[config.mk]
export PLATFORM = sky130hd
export DESIGN_NAME = branch_seq
export DESIGN_NICKNAME = d
export VERILOG_FILES = /design/src/rtl/branch_seq_pkg.sv /design/src/rtl/branch_seq_target_add.sv /design/src/rtl/branch_seq.sv
export SDC_FILE = /design/constraint.sdc
export NUM_CORES = 1
export LEC_CHECK = 0
export ABC_AREA = 1
export CAP_MARGIN = 10
export CORE_ASPECT_RATIO = 1.75
export CORE_MARGIN = 2
export CORE_UTILIZATION = 29
export DETAILED_ROUTE_END_ITERATION = 8
export GPL_ROUTABILITY_DRIVEN = 1
export GPL_TIMING_DRIVEN = 0
export SLEW_MARGIN = 25
export SYNTH_ARGS = -nofsm -noshare
export SYNTH_HDL_FRONTEND = slang
export SYNTH_HIERARCHICAL = 1
export SYNTH_SLANG_ARGS = --single-unit
[constraint.sdc]
create_clock -name clock -period 2.44 [get_ports clock]
set_clock_uncertainty 0.05 [all_clocks]
set_input_delay 0.488 -clock clock [delete_from_list [all_inputs] [get_ports clock]]
set_output_delay 0.488 -clock clock [all_outputs]
set_load 0.02 [all_outputs]
[src/rtl/branch_seq_pkg.sv]
// Shared CPU definitions for the branch sequencer: opcode, FSM encoding, IR field positions.
// Latency: none (constants and a pure helper function only).
// Backpressure: not applicable.
package branch_seq_pkg;

    // Default IR[31:27] value for a conditional branch
    localparam logic [4:0] BR_OPCODE_DEF = 5'b10010;

    // Instruction register field positions
    localparam int IR_OPC_HI = 31;
    localparam int IR_OPC_LO = 27;
    localparam int IR_RA_HI  = 26;
    localparam int IR_RA_LO  = 23;
    localparam int IR_C_HI   = 18;
    localparam int IR_C_LO   = 0;
    localparam int OFF_W     = IR_C_HI - IR_C_LO + 1;

    // Branch sequencer state encoding
    typedef enum logic [2:0] {
        ST_IDLE   = 3'd0,
        ST_FFRST  = 3'd1,
        ST_EVAL   = 3'd2,
        ST_CHECK  = 3'd3,
        ST_TARGET = 3'd4,
        ST_DONE   = 3'd5
    } br_state_t;

    // Sign-extend the 19-bit branch displacement to a full address
    function automatic logic [31:0] sext_off(input logic [OFF_W-1:0] off);
        return {{(32-OFF_W){off[OFF_W-1]}}, off};
    endfunction

endpackage

[src/rtl/branch_seq_target_add.sv]
// Branch target adder: PC plus sign-extended 19-bit displacement, modulo 2^32.
// Latency: combinational; the caller registers the result.
// Backpressure: none; result is valid whenever its inputs are.
module br_target_add
    import branch_seq_pkg::*;
(
    input  logic [31:0]      pc_i,
    input  logic [OFF_W-1:0] off_i,
    output logic [31:0]      target_o
);

    // Carry out of bit 31 is dropped: wrap-around is silent
    assign target_o = pc_i + sext_off(off_i);

endmodule

[src/rtl/branch_seq.sv]
// Conditional-branch sequencer: clears the CON flip-flop, evaluates Ra, then loads the target PC.
// Latency: start at edge N -> pc_load in cycle N+4 and done in N+5 if taken, done in N+4 if not.
// Backpressure: start is ignored while busy; a bad opcode in IDLE pulses err for one cycle.
module branch_seq
    import branch_seq_pkg::*;
#(
    parameter logic [4:0] BR_OPCODE = BR_OPCODE_DEF
) (
    input  logic        clock,
    input  logic        clear,
    input  logic        start,
    input  logic [31:0] IR,
    input  logic [31:0] PC,
    input  logic        CON_out,
    output logic [3:0]  ra_sel,
    output logic        R_out,
    output logic        CON_in,
    output logic        con_FF_Reset,
    output logic        pc_load,
    output logic [31:0] pc_next,
    output logic        busy,
    output logic        done,
    output logic        taken,
    output logic        err
);

    br_state_t        state_q;
    logic [3:0]       ra_q;
    logic [OFF_W-1:0] off_q;
    logic [31:0]      pc_q;
    logic [31:0]      pc_next_q;
    logic [3:0]       ra_sel_q;
    logic             r_out_q;
    logic             con_in_q;
    logic             con_ff_reset_q;
    logic             pc_load_q;
    logic             busy_q;
    logic             done_q;
    logic             taken_q;
    logic             err_q;
    logic [31:0]      target_sum;
    logic             start_ok;

    // Condition code bits are consumed by the external CON logic, not here
    logic unused_ir_bits;
    assign unused_ir_bits = ^IR[22:19];

    assign start_ok = (IR[IR_OPC_HI:IR_OPC_LO] == BR_OPCODE);

    br_target_add u_target_add (
        .pc_i     (pc_q),
        .off_i    (off_q),
        .target_o (target_sum)
    );

    // Sequencer FSM; every output is registered from the transition taken at this edge
    always_ff @(posedge clock) begin
        if (clear) begin
            state_q        <= ST_IDLE;
            ra_q           <= '0;
            off_q          <= '0;
            pc_q           <= '0;
            pc_next_q      <= '0;
            ra_sel_q       <= '0;
            r_out_q        <= 1'b0;
            con_in_q       <= 1'b0;
            con_ff_reset_q <= 1'b0;
            pc_load_q      <= 1'b0;
            busy_q         <= 1'b0;
            done_q         <= 1'b0;
            taken_q        <= 1'b0;
            err_q          <= 1'b0;
        end else begin
            // Strobes are single-cycle unless re-asserted below
            ra_sel_q       <= '0;
            r_out_q        <= 1'b0;
            con_in_q       <= 1'b0;
            con_ff_reset_q <= 1'b0;
            pc_load_q      <= 1'b0;
            done_q         <= 1'b0;
            err_q          <= 1'b0;
            case (state_q)
                ST_IDLE: begin
                    busy_q <= 1'b0;
                    if (start) begin
                        if (start_ok) begin
                            ra_q           <= IR[IR_RA_HI:IR_RA_LO];
                            off_q          <= IR[IR_C_HI:IR_C_LO];
                            pc_q           <= PC;
                            con_ff_reset_q <= 1'b1;
                            busy_q         <= 1'b1;
                            state_q        <= ST_FFRST;
                        end else begin
                            err_q <= 1'b1;
                        end
                    end
                end
                ST_FFRST: begin
                    ra_sel_q <= ra_q;
                    r_out_q  <= 1'b1;
                    con_in_q <= 1'b1;
                    state_q  <= ST_EVAL;
                end
                ST_EVAL: begin
                    state_q <= ST_CHECK;
                end
                ST_CHECK: begin
                    if (CON_out) begin
                        taken_q   <= 1'b1;
                        pc_next_q <= target_sum;
                        pc_load_q <= 1'b1;
                        state_q   <= ST_TARGET;
                    end else begin
                        taken_q <= 1'b0;
                        done_q  <= 1'b1;
                        state_q <= ST_DONE;
                    end
                end
                ST_TARGET: begin
                    done_q  <= 1'b1;
                    state_q <= ST_DONE;
                end
                ST_DONE: begin
                    busy_q  <= 1'b0;
                    state_q <= ST_IDLE;
                end
                default: begin
                    busy_q  <= 1'b0;
                    state_q <= ST_IDLE;
                end
            endcase
        end
    end

    assign ra_sel       = ra_sel_q;
    assign R_out        = r_out_q;
    assign CON_in       = con_in_q;
    assign con_FF_Reset = con_ff_reset_q;
    assign pc_load      = pc_load_q;
    assign pc_next      = pc_next_q;
    assign busy         = busy_q;
    assign done         = done_q;
    assign taken        = taken_q;
    assign err          = err_q;

endmodule
* Word-level counts from Yosys, hierarchy flattened
Index checks and enable logic that the tools add are counted.
** Storage, ports and cells
- Register bits :: 101
- Input bits :: 68
- Output and inout port bits :: 44
- Word-level logic and storage cells :: 46
** Cells by class
- Add/subtract/negate cells :: 1
- Equality and inequality tests :: 7
- Muxes and demuxes :: 12
- Bitwise logic cells :: 4
- Reduce and logical (&&, ||, !) cells :: 9
** Operator list (number)
- adder 32 bit :: 1
- case mux 3 bit (5 select lines) :: 1
- 2-to-1 mux 1 bit :: 7
- == test 3 x 2 -> 1 bit, second input constant :: 2
- 2-to-1 mux 3 bit :: 2
- OR reduction 2 bit :: 3
- == test 5 bit, second input constant :: 1
- inequality test 2 bit, second input constant :: 2
- NOT 1 bit :: 4
- case mux 1 bit (2 select lines) :: 2
- AND reduction 2 bit :: 2
- OR reduction 4 bit :: 1
- == test 3 x 1 -> 1 bit, second input constant :: 1
- == test 3 bit, second input constant :: 1
- logical NOT 3 bit :: 1
- AND reduction 3 bit :: 1
- OR reduction 3 bit :: 1

* Longest topological paths before layout
Gate-level depths: netlist of the first run.
- Depth in word-level cells :: 4
- Gate-level depth with buffers :: 14
- Depth with buffers taken out :: 14

* Hierarchy
Netlist of the first run, hierarchy kept.
** Modules (own cells, without submodules)
- branch_seq :: instances 1, cells each 567, area an instance 4103.9 um2, sequential area each 2021.9 um2
- br_target_add :: instances 1, cells each 494, area an instance 2384.8 um2, sequential area each 0.0 um2

* Least setup slack after synthesis of the first run
OpenSTA, ideal clock, no wires.
- Kind :: register to register
- Start point :: register off_q[18]
- End point :: register pc_next_q[28], in the netlist pc_next[28]
- Arrival :: 1812 ps
- Required time :: 2319 ps
- Setup slack :: 507 ps
- Stages on the path, launching flop included :: 11
- Path buffers :: 0
- Period minus slack after synthesis :: 1933 ps
- Path through :: dfxtp_1 > ha_1 > nand2_1 > inv_1 > a21oi_1 > nand2_1 > a21oi_1 > nand3_1 > nand2_1 > nand3_1 > a21oi_1
** On the way
- Word-level cells in the longest chain between the ends :: 1
** Ends and longest elaborated chain
- from (decl) :: RTL line branch_seq.sv:29 : logic [OFF_W-1:0] off_q;
- from (signal assigned) :: RTL line branch_seq.sv:88 : off_q <= IR[IR_C_HI:IR_C_LO];
- adder 32 bit :: RTL line branch_seq_target_add.sv:13 : assign target_o = pc_i + sext_off(off_i);
- named net target_sum[28] :: RTL line branch_seq.sv:41 : logic [31:0] target_sum;
- to (signal assigned) :: RTL line branch_seq.sv:110 : pc_next_q <= target_sum;
- to (decl) :: RTL line branch_seq.sv:31 : logic [31:0] pc_next_q;
The timed path passes the listed nets, and every way through them passes these cells.
A chain may end at the register's enable or synchronous reset.

* Final worst setup path of the first run
- Start point :: register off_q[18]
- End point :: register pc_next_q[30], in the netlist pc_next[30]
Same word-level chain as after synthesis.

==> results.md, run 1 <==
- Tmin final: 2.24 ns
- Synth Area in XOR/XNOR: 0.0216
- Num Clock Sinks: 101
- Synth Area in Compound Gates: 0.0492
- Root Driver: clkbuf_16
- Io pins: 112
- Gr usage total: 0.175
- Critical path required time: 2.68 ns
- Max Fclk: 0.447 GHz
- Core footprint: 22100 um2
- RSZ-0062 raised after global routing: no
- Number of cells on the worst hold path: 2
- Simple logic cell fraction of the synthesized area: 0.409
- I/O Buffers: 106
- Leakage: 4.15 nW
- Setup bufs post-CTS: 0
- Final ANT Viol Nets: 0
- Nets@finish: 1278
- Slew Limit Fails: 0
- Die H: 202 um
- Synth-to-layout area growth: 26.7%
- DR pass1 iterations: 5
- Inserted Diodes: 0
- Top cells by count, synth: 322 x nand2_1, 179 x inv_1, 159 x nor2_1, 113 x nand3_1, 101 x dfxtp_1
- Worst-margin pin slew: 0.630 ns
- Setup CP Type: reg2reg
- Synth Flop Type: dfxtp_1
- Yosys reg bits: 101
- Vias in the first global route: 6305
- CP Data Arrival Time: 2.47 ns
- Final WL: 20000 um
- Area of the die: 23600 um2
- Distinct cells, synth: 28
- Async SR Flop Fraction: 0
- Initial DRC count: 310
- First-pass GRT wire length: 31400 um
- Largest family of logic cells by synthesized area: simple AND/OR/NAND/NOR gates
- CTS tree: done
- Yosys top cell area share: 0.312
- Post-Synth Adder-Cell Area: 0.0629
- Fillers: 2441
- Synth Instances: 1061
- FP Rows: 72
- Mapped Area: 6490 um2
- Status: finished clean
- Count leader, synth: nand2_1
- Placed Instance Area: 7920 um2
- Tcrit/Tclk final: 0.917
- Final Setup Violations: 0
- Sequential Area: 2030 um2
- Final Hold Vio Count: 0
- CTS clk-pin slew, worst paths: 0.08 ns
- Reg2Reg Depth: 11
- Syn. warnings: 6
- Flop-to-flop setup slack: 0.20 ns
- R2r endpoint: pc_next[30]
- Vias per cell: 4.43
- Die span in x: 117 um
- Initial core utilization: 0.294
- Multi-input logic area: 3530 um2
- DP HPWL: 16600 um
- RD Place Congestion: 0.959
- CP max FO: 15
- Syn Area/Cell: 6.12 um2
- PwrDens: 416 nW/um2
- Endpoint, Worst Hold: ra_sel[1]
- Worst hold path class: reg2reg
- H-tree Lvls: 3
- Hold path start: ra_q[1]
- Cell taking the most area after synthesis: dfxtp_1
- Mux contribution to synthesized area: 0
- CP Capture Type: flip-flop
- Clk_lat worst skew: 0.36 ns
- Placed cells: 1463
- Worst relative slew slack: 0.580
- GRT Residual Overflow: 0
- Max-cap violations: 0
- Fin cells: 1479
- Via Count: 6554
- Post-Syn Nets: 1161
- Clock Path Buffers: 2
- Top cells by area, synth: dfxtp_1 31%, nand2_1 19%, inv_1 10%
- Worst setup SP type: flip-flop
- Fraction of layout cells with a size suffix above 1: 0.0685
- Reg-to-reg startpoint: off_q[18]
- Largest net degree at the start of global routing: 20
- Initial antenna violation count: 0
- Sequential area share after synthesis: 0.312
- VDD IR max: 0.290 mV
- WL per Instance: 13.5 um
- Post-synth EDFFs: 0
- Final instance area: 8220 um2
- Drt drc: 0
- Number of buffers created by CTS: 9
-- critical path, cell delays in order, from the launching register on --
cell and delay [ns]:
dfxtp_4 0.42, ha_1 0.43, nand2_1 0.14, nor2_1 0.30
nand2_1 0.16, nor2_1 0.12, nand2_1 0.11, nand2_1 0.08
nand2_1 0.04, nand2_1 0.05, nand3_1 0.08, a21oi_1 0.16
-- cell families after synthesis --
| family | count (synthesis) |
|---|---|
| XOR/XNOR | 16 |
| AO/OA/AOI/OAI | 60 |
| buffers and inverters | 220 |
| AND/OR/NAND/NOR | 632 |
| flip-flops | 101 |
| adder cells (fa/ha/maj) | 32 |
-- cell usage in the layout (no fill, tap or decap), drive strengths merged --
cell           netlist  final
ha                  31     31
nand4                3      3
buf                 30     30
fa                   1      1
clkbuf               8     17
nor2               165    165
inv                182    185
or2                  1      1
nor3                 6      6
clkinv               0      4
o21bai               2      2
nand2              339    339
a21o                 1      1
nand3              118    118
a21oi               57     57
clkdlybuf4s50        0    106
xnor2                2      2
dfxtp              101    101
xor2                14     14
-- flip-flops by register name, indices dropped and copies added, names as in the netlist --
name,cells
off_q,19
ra_sel,4
pc_load,1
con_FF_Reset,1
CON_in,1
pc_next,32
done,1
state_q,3
taken,1
pc_q,32
ra_q,4
err,1
busy,1
-- per-layer routing --
metal	global-route usage	vias up	wire length (um)
li1	-	3456	-
met1	0.174	2933	7290
met2	0.341	128	11300
met3	0.0213	37	506
met4	0.0861	0	887
met5	0	-	0
-- what timing repair did --
item	in CTS	in global routing
hold buffers	0	0
endpoints found under the setup margin	4	2
resized for setup	1	2
-- cell type report --
type | count | share of cell area
Inverter | 182 | 0.0831
Tap cell | 296 | 0.0451
Clock buffer | 9 | 0.0274
Buffer | 38 | 0.0317
Sequential cell | 101 | 0.246
Clock inverter | 7 | 0.00822
Multi-Input combinational cell | 740 | 0.429
Timing Repair Buffer | 106 | 0.129
-- power breakdown --
group	internal, mW	leakage (nW)	switching [mW]
clock	0.718	0.145	0.703
sequential	1.66	0.815	0.0115
combinational	0.160	3.19	0.168
total	2.54	4.15	0.882
-- how the worst max path moves through the flow --
stage | startpoint | to | slack (ns)
5_1_grt | pc_q[0] | pc_next[28] | 0.05
2_1_floorplan | off_q[18] | pc_next[28] | 0.51
4_1_cts | pc_q[0] | pc_next[12] | 0.14
6_report | off_q[18] | pc_next[30] | 0.20
3_3_place_gp | clear | pc_next[13] | -0.04
3_5_place_dp | clear | pc_next[14] | -0.05
-- stage by stage --
stage,utilization,setup TNS (ns),total power [mW],hold WS [ns],setup slack [ns]
after global placement,0.359,-0.259,2.04,0.370,-0.0371
after global routing,0.372,0,3.58,0.427,0.0513
after detailed placement,0.359,-0.363,2.04,0.373,-0.0465
after CTS,0.372,0,3.47,0.389,0.141
final,0.372,0,3.42,0.385,0.203
after floorplan,-,0,1.88,0.359,0.507
Note: power is estimated with default switching activity, not from simulation.
==> run 2, diff against run 1 <==
--- a/config.mk
+++ b/config.mk
@@ -9,12 +9,12 @@
 export CAP_MARGIN = 10
 export CORE_ASPECT_RATIO = 1.75
 export CORE_MARGIN = 2
-export CORE_UTILIZATION = 29
+export CORE_UTILIZATION = 53
 export DETAILED_ROUTE_END_ITERATION = 8
 export GPL_ROUTABILITY_DRIVEN = 1
 export GPL_TIMING_DRIVEN = 0
+export PLACE_DENSITY = 0.81
 export SLEW_MARGIN = 25
 export SYNTH_ARGS = -nofsm -noshare
 export SYNTH_HDL_FRONTEND = slang
-export SYNTH_HIERARCHICAL = 1
 export SYNTH_SLANG_ARGS = --single-unit
==> run 2 against run 1 <==
  * Sequential share of layout area rose by 2.0 points
  * First-iteration DRC count fell by 17%
  * Hold slack improved by 0.0047 ns
  * Critical path depth rose by 2
  * Critical path type unchanged
==> results.md, run 2 <==
- Cell taking the most area after synthesis: dfxtp_1
- GRT Residual Overflow: 0
- Status: finished clean
- Number of buffers created by CTS: 9
- Sequential area share after synthesis: 0.334
- Layout Utilization: 0.681
- Worst relative slew slack: 0.575
- WL per Instance: 14.1 um
- Sw Ratio: 0.247
- Worst-margin pin slew: 0.637 ns
- Post-synth EDFFs: 0
- Initial antenna violation count: 0
- Multi-input logic area: 3260 um2
- Setup CP Type: reg2reg
- Sequential share of power: 0.475
- Area of the die: 12300 um2
- Fraction of layout cells with a size suffix above 1: 0.0649
- Fillers: 991
- Yosys top cell area share: 0.334
- Worst hold path class: reg2reg
- Switching power: 0.884 mW
- Highest-count cells in the layout ignoring fill and taps: 264 x nand2_1, 158 x inv_1, 152 x nor2_1, 106 x clkdlybuf4s50_1, 100 x dfxtp_1
- Inserted Diodes: 0
- Worst setup SP type: flip-flop
- Placed Instance Area: 7280 um2
- Synth Flop Type: dfxtp_1
- Gr usage total: 0.282
- Hold Buf Count CTS: 0
- Final ANT Viol Nets: 0
- Setup TNS: 0 ns
- Final WL: 17000 um
- Sequential Area: 2020 um2
- Final Setup Violations: 0
- Count leader, synth: nand2_1
- VDD IR max: 0.431 mV
- Die span in x: 84.8 um
- FP Rows: 51
- Synth-to-layout area growth: 25.5%
- RSZ-0062 raised after global routing: no
- CP Data Arrival Time: 2.40 ns
- I/O Buffers: 106
- First-pass GRT wire length: 27800 um
- Largest net degree at the start of global routing: 19
- CTS clk-pin slew, worst paths: 0.08 ns
- Initial core utilization: 0.543
- Fin cells: 1210
- Setup bufs post-CTS: 0
- Syn. warnings: 0
- RD Place Congestion: 0.948
- Root Driver: clkbuf_16
- Slew Limit Fails: 0
- Final instance area: 7600 um2
- Via Count: 6090
- Final Hold Vio Count: 0
- H-tree Lvls: 3
- CP Capture Type: flip-flop
- Tmin final: 2.20 ns
- Clock Path Buffers: 2
- Max-cap violations: 0
- Total chip power: 3.58 mW
- Distinct cells, synth: 38
- Yosys reg bits: 101
- Critical path required time: 2.64 ns
- Max Fclk: 0.454 GHz
- Leakage: 3.89 nW
- Logic gate share of total power: 0.098
- CP max FO: 4
- Async SR Flop Fraction: 0
- Post-Syn Nets: 1056
- Clk pwr share: 0.427
- Vias in the first global route: 5951
- CTS tree: done
- Int Power: 2.70 mW
- Num Clock Sinks: 101
- PwrDens: 471 nW/um2
- Top cells by area, synth: dfxtp_1 33%, nand2_1 16%, inv_1 9.8%
- Post-cts resize count: 0
- DP HPWL: 14000 um
- DR pass1 iterations: 5
- Io pins: 112
- Core footprint: 11200 um2
- Placed cells: 1194
- Clk_lat worst skew: 0.35 ns
- Syn Area/Cell: 6.34 um2
- Synth Instances: 956
- Top cells by count, synth: 264 x nand2_1, 158 x inv_1, 152 x nor2_1, 101 x dfxtp_1, 63 x o21ai_0
- Die H: 145 um
- Vias per cell: 5.03
- Drt drc: 0
- Tcrit/Tclk final: 0.903
- Commonest non-fill, non-tap cell in the layout: nand2_1
- Initial DRC count: 258
- Mapped Area: 6060 um2
- Nets@finish: 1173
==> run 2: changes by cell type after synthesis, sizes merged, moves of 2 or more <==
cell / previous run / this run
nand3: 118 / 41
o21ai: 0 / 72
nand2: 339 / 277
a21oi: 57 / 35
inv: 182 / 164
buf: 30 / 16
o21bai: 2 / 13
nor2: 165 / 160
o21a: 0 / 4
clkbuf: 8 / 11
xor2: 14 / 11
nor4: 0 / 2
==> run 2: final timing paths <==
| check | startpoint | end | slack [ns] | cells after the start |
|---|---|---|---|---|
| setup reg to reg | off_q[0] | pc_next[28] | 0.24 | 13 |
| setup / recovery | off_q[0] | pc_next[28] | 0.24 | 13 |
| hold / removal | ra_q[3] | ra_sel[3] | 0.39 | 2 |
| hold reg to reg | ra_q[3] | ra_sel[3] | 0.39 | 2 |
==> run 2: worst max-delay path, stage by stage, from the launching register on <==
cell     delay [ns]
dfxtp_1        0.35
ha_1           0.22
inv_1          0.07
fa_1           0.40
inv_1          0.14
nand3_1        0.08
nand3_1        0.17
nand3_1        0.11
nand3_2        0.12
nand2_1        0.12
nand3_1        0.11
nand2_1        0.05
nor2_1         0.08
nor2_1         0.05
==> run 2: stage by stage <==
stage	hold slack, ns	worst slack [ns]
after global placement	0.377	0.101
after floorplan	0.366	0.597
after global routing	0.410	0.104
after detailed placement	0.379	0.0887
final	0.390	0.237
after CTS	0.390	0.0720
==> run 2: per-layer routing <==
layer  wire length (um)  share of wire  up-vias  track usage
met2               9380           0.55      145        0.543
met4               1000          0.059        0        0.165
li1                   -              -     3169            -
met1               6220           0.37     2729        0.284
met3                425          0.025       47       0.0261
met5                  0              0        -            0
==> run 2: final cells by class <==
cell class | count | area share
multi-input cells | 664 | 0.428
flip-flops and latches | 101 | 0.266
repair buffers | 106 | 0.140
inverters | 164 | 0.0816
clock buffers | 10 | 0.0314
well taps | 132 | 0.0217
plain buffers | 27 | 0.0207
clock inverters | 6 | 0.0105
==> run 2: kinds of logic (layout without fill, tap and decap cells) <==
family | after synthesis | in the layout | share of synthesized area
xor gates and xnor gates | 14 | 14 | 0.0202
adders and majority gates | 32 | 32 | 0.0673
buffers and inverters | 191 | 313 | 0.128
AOI/OAI and AO/OA | 128 | 128 | 0.116
DFF | 101 | 101 | 0.334
and+or+nand+nor | 490 | 490 | 0.334
==> run 2: power by group through the flow <==
stage                     logic (mW)  clock network, mW  registers, mW
after floorplan                0.166                  0           1.75
final                          0.353               1.53           1.70
after CTS                      0.354               1.55           1.70
after detailed placement       0.353                  0           1.74
after global routing           0.390               1.61           1.71
after global placement         0.351                  0           1.74
==> run 3, diff against run 2 <==
--- a/config.mk
+++ b/config.mk
@@ -9,11 +9,11 @@
 export CAP_MARGIN = 10
 export CORE_ASPECT_RATIO = 1.75
 export CORE_MARGIN = 2
-export CORE_UTILIZATION = 53
+export CORE_UTILIZATION = 57
 export DETAILED_ROUTE_END_ITERATION = 8
 export GPL_ROUTABILITY_DRIVEN = 1
 export GPL_TIMING_DRIVEN = 0
-export PLACE_DENSITY = 0.81
+export PLACE_DENSITY = 0.86
 export SLEW_MARGIN = 25
 export SYNTH_ARGS = -nofsm -noshare
 export SYNTH_HDL_FRONTEND = slang
==> constraint.sdc (replaced) <==
create_clock -name clock -period 2.8 [get_ports clock]
set_clock_uncertainty 0.05 [all_clocks]
set_input_delay 0.56 -clock clock [delete_from_list [all_inputs] [get_ports clock]]
set_output_delay 0.56 -clock clock [all_outputs]
set_load 0.02 [all_outputs]
==> run 3 against run 2 <==
  * Combinational power down 12%
  * Sequential power down 13%
  * Sequential share of layout area about the same
  * Clock-buffer cell count unchanged
  * Fmax down 7.6%
  * Cell area down 0.23%
  * Critical path depth down 4
  * Total power down 13%
  * Utilization up 5.6 points
  * Largest cell class unchanged
  * Global-route usage up 2.4 points
  * Final cell count down 0.41%
  * Setup slack better by 0.18 ns
==> results.md, run 3 (synthesis results as in run 2) <==
- Clk_lat worst skew: 0.36 ns
- CTS tree: done
- VDD IR max: 0.367 mV
- Synth-to-layout area growth: 25.2%
- Slowest CP cell: dfxtp_1
- Final ANT Viol Nets: 0
- Number of cells on the worst hold path: 2
- DR pass1 iterations: 5
- Final WL: 17100 um
- Status: finished clean
- Setup CP Type: reg2reg
- Hold Buf Count CTS: 0
- RD Place Congestion: 0.990
- Nets@finish: 1173
- Number of buffers created by CTS: 9
- H-tree Lvls: 3
- Area of the die: 11500 um2
- PwrDens: 410 nW/um2
- Reg-to-reg startpoint: off_q[18]
- Drt drc: 0
- Flop-to-flop setup slack: 0.41 ns
- Layout Utilization: 0.737
- Inserted Diodes: 0
- Worst relative slew slack: 0.537
- Crit-path max cell delay: 0.77 ns
- Setup bufs post-CTS: 0
- Via Count: 6094
- Io pins: 112
- Worst setup SP type: flip-flop
- Initial DRC count: 323
- Vias in the first global route: 5831
- Commonest non-fill, non-tap cell in the layout: nand2_1
- Max-cap violations: 0
- RSZ-0062 raised after global routing: no
- Die span in x: 81.9 um
- Hold path start: ra_q[2]
- Max Fclk: 0.419 GHz
- GRT Residual Overflow: 0
- Slew Limit Fails: 0
- DP HPWL: 14000 um
- Worst-margin pin slew: 0.694 ns
- Core footprint: 10300 um2
- Gr usage total: 0.306
- Crit path cell chain: ha_1 -> a21oi_1 -> nor2_1 -> nor2_1 -> nand2_1 -> a21oi_1 -> a21oi_1 -> nor2_1 -> nor2_1
- Tcrit/Tclk final: 0.852
- First-pass GRT wire length: 26800 um
- R2r endpoint: pc_next[28]
- Endpoint, Worst Hold: ra_sel[2]
- Clock Path Buffers: 2
- Leakage: 3.88 nW
- Worst hold path class: reg2reg
- Vias per cell: 5.06
- Root Driver: clkbuf_16
- I/O Buffers: 106
- Cell mode on critical path: nor2_1
- Setup TNS: 0 ns
- CP Capture Type: flip-flop
- Die H: 140 um
- Highest-count cells in the layout ignoring fill and taps: 264 x nand2_1, 158 x inv_1, 152 x nor2_1, 106 x clkdlybuf4s50_1, 101 x dfxtp_1
- CP Data Arrival Time: 2.59 ns
- Fraction of layout cells with a size suffix above 1: 0.0631
- Reg2Reg Depth: 9
- Largest net degree at the start of global routing: 19
- Final Hold Vio Count: 0
- Critical path required time: 3.00 ns
- CTS clk-pin slew, worst paths: 0.08 ns
- CP max FO: 15
- Num Clock Sinks: 101
- FP Rows: 49
- Final Setup Violations: 0
- Post-cts resize count: 0
- Tmin final: 2.39 ns
- WL per Instance: 14.2 um
- Initial core utilization: 0.588
- Initial antenna violation count: 0
==> run 3: changes by cell type in the layout (fill, tap and decap cells not counted) <==
cell,change
clkbuf_1,+1
clkbuf_8,-1
dfxtp_2,-1
dfxtp_1,+1
==> run 3: critical path, delay by kind of cell, from the launching register on <==
kind,cells,cell delay (ns)
AOI/OAI and AO/OA,3,0.61
adders and majority gates,1,0.42
and+or+nand+nor,5,0.42
DFF,1,0.77
==> run 3: layout make-up <==
class / instances / area (um2)
Multi-Input combinational cell: 664 / 3260
Fill cell: 874 / 2710
Sequential cell: 101 / 2020
Timing Repair Buffer: 106 / 1060
Inverter: 164 / 621
Clock buffer: 10 / 229
Tap cell: 127 / 159
Buffer: 27 / 158
Clock inverter: 6 / 80.1
==> run 3: through the flow <==
stage	hold slack, ns	area, um2	setup WS [ns]	power (mW)	instances
final	0.387	7590	0.415	3.11	1205
after global routing	0.411	7590	0.337	3.20	1205
after CTS	0.390	7590	0.486	3.11	1205
after detailed placement	0.376	7280	0.447	1.83	1189
after global placement	0.378	7280	0.496	1.82	1189
after floorplan	0.366	6060	0.957	1.67	956
==> run 3: report_power, final <==
| part | internal [mW] | leakage, nW | switching, mW | total, mW |
|---|---|---|---|---|
| clock network | 0.710 | 0.146 | 0.606 | 1.32 |
| registers | 1.46 | 0.815 | 0.0206 | 1.48 |
| logic | 0.155 | 2.92 | 0.154 | 0.309 |
| total | 2.33 | 3.88 | 0.781 | 3.11 |
==> run 3: routing by layer <==
metal	vias to the layer above	routed length (um)	GRT usage	part of all wire
li1	3161	-	-	-
met1	2717	6180	0.292	0.36
met2	163	9440	0.595	0.55
met3	53	537	0.0354	0.031
met4	0	932	0.171	0.055
met5	-	0	0	0
==> run 3: worst max-delay path by stage <==
stage | start | to | slack (ns) | depth (start not counted)
floorplan | off_q[18] | pc_next[29] | 0.96 | 11
global placement | IR[30] | pc_q[18] | 0.50 | 8
detailed placement | IR[27] | pc_q[19] | 0.45 | 8
CTS | off_q[18] | pc_next[28] | 0.49 | 9
global route | off_q[18] | pc_next[28] | 0.34 | 10
finish | off_q[18] | pc_next[28] | 0.41 | 9
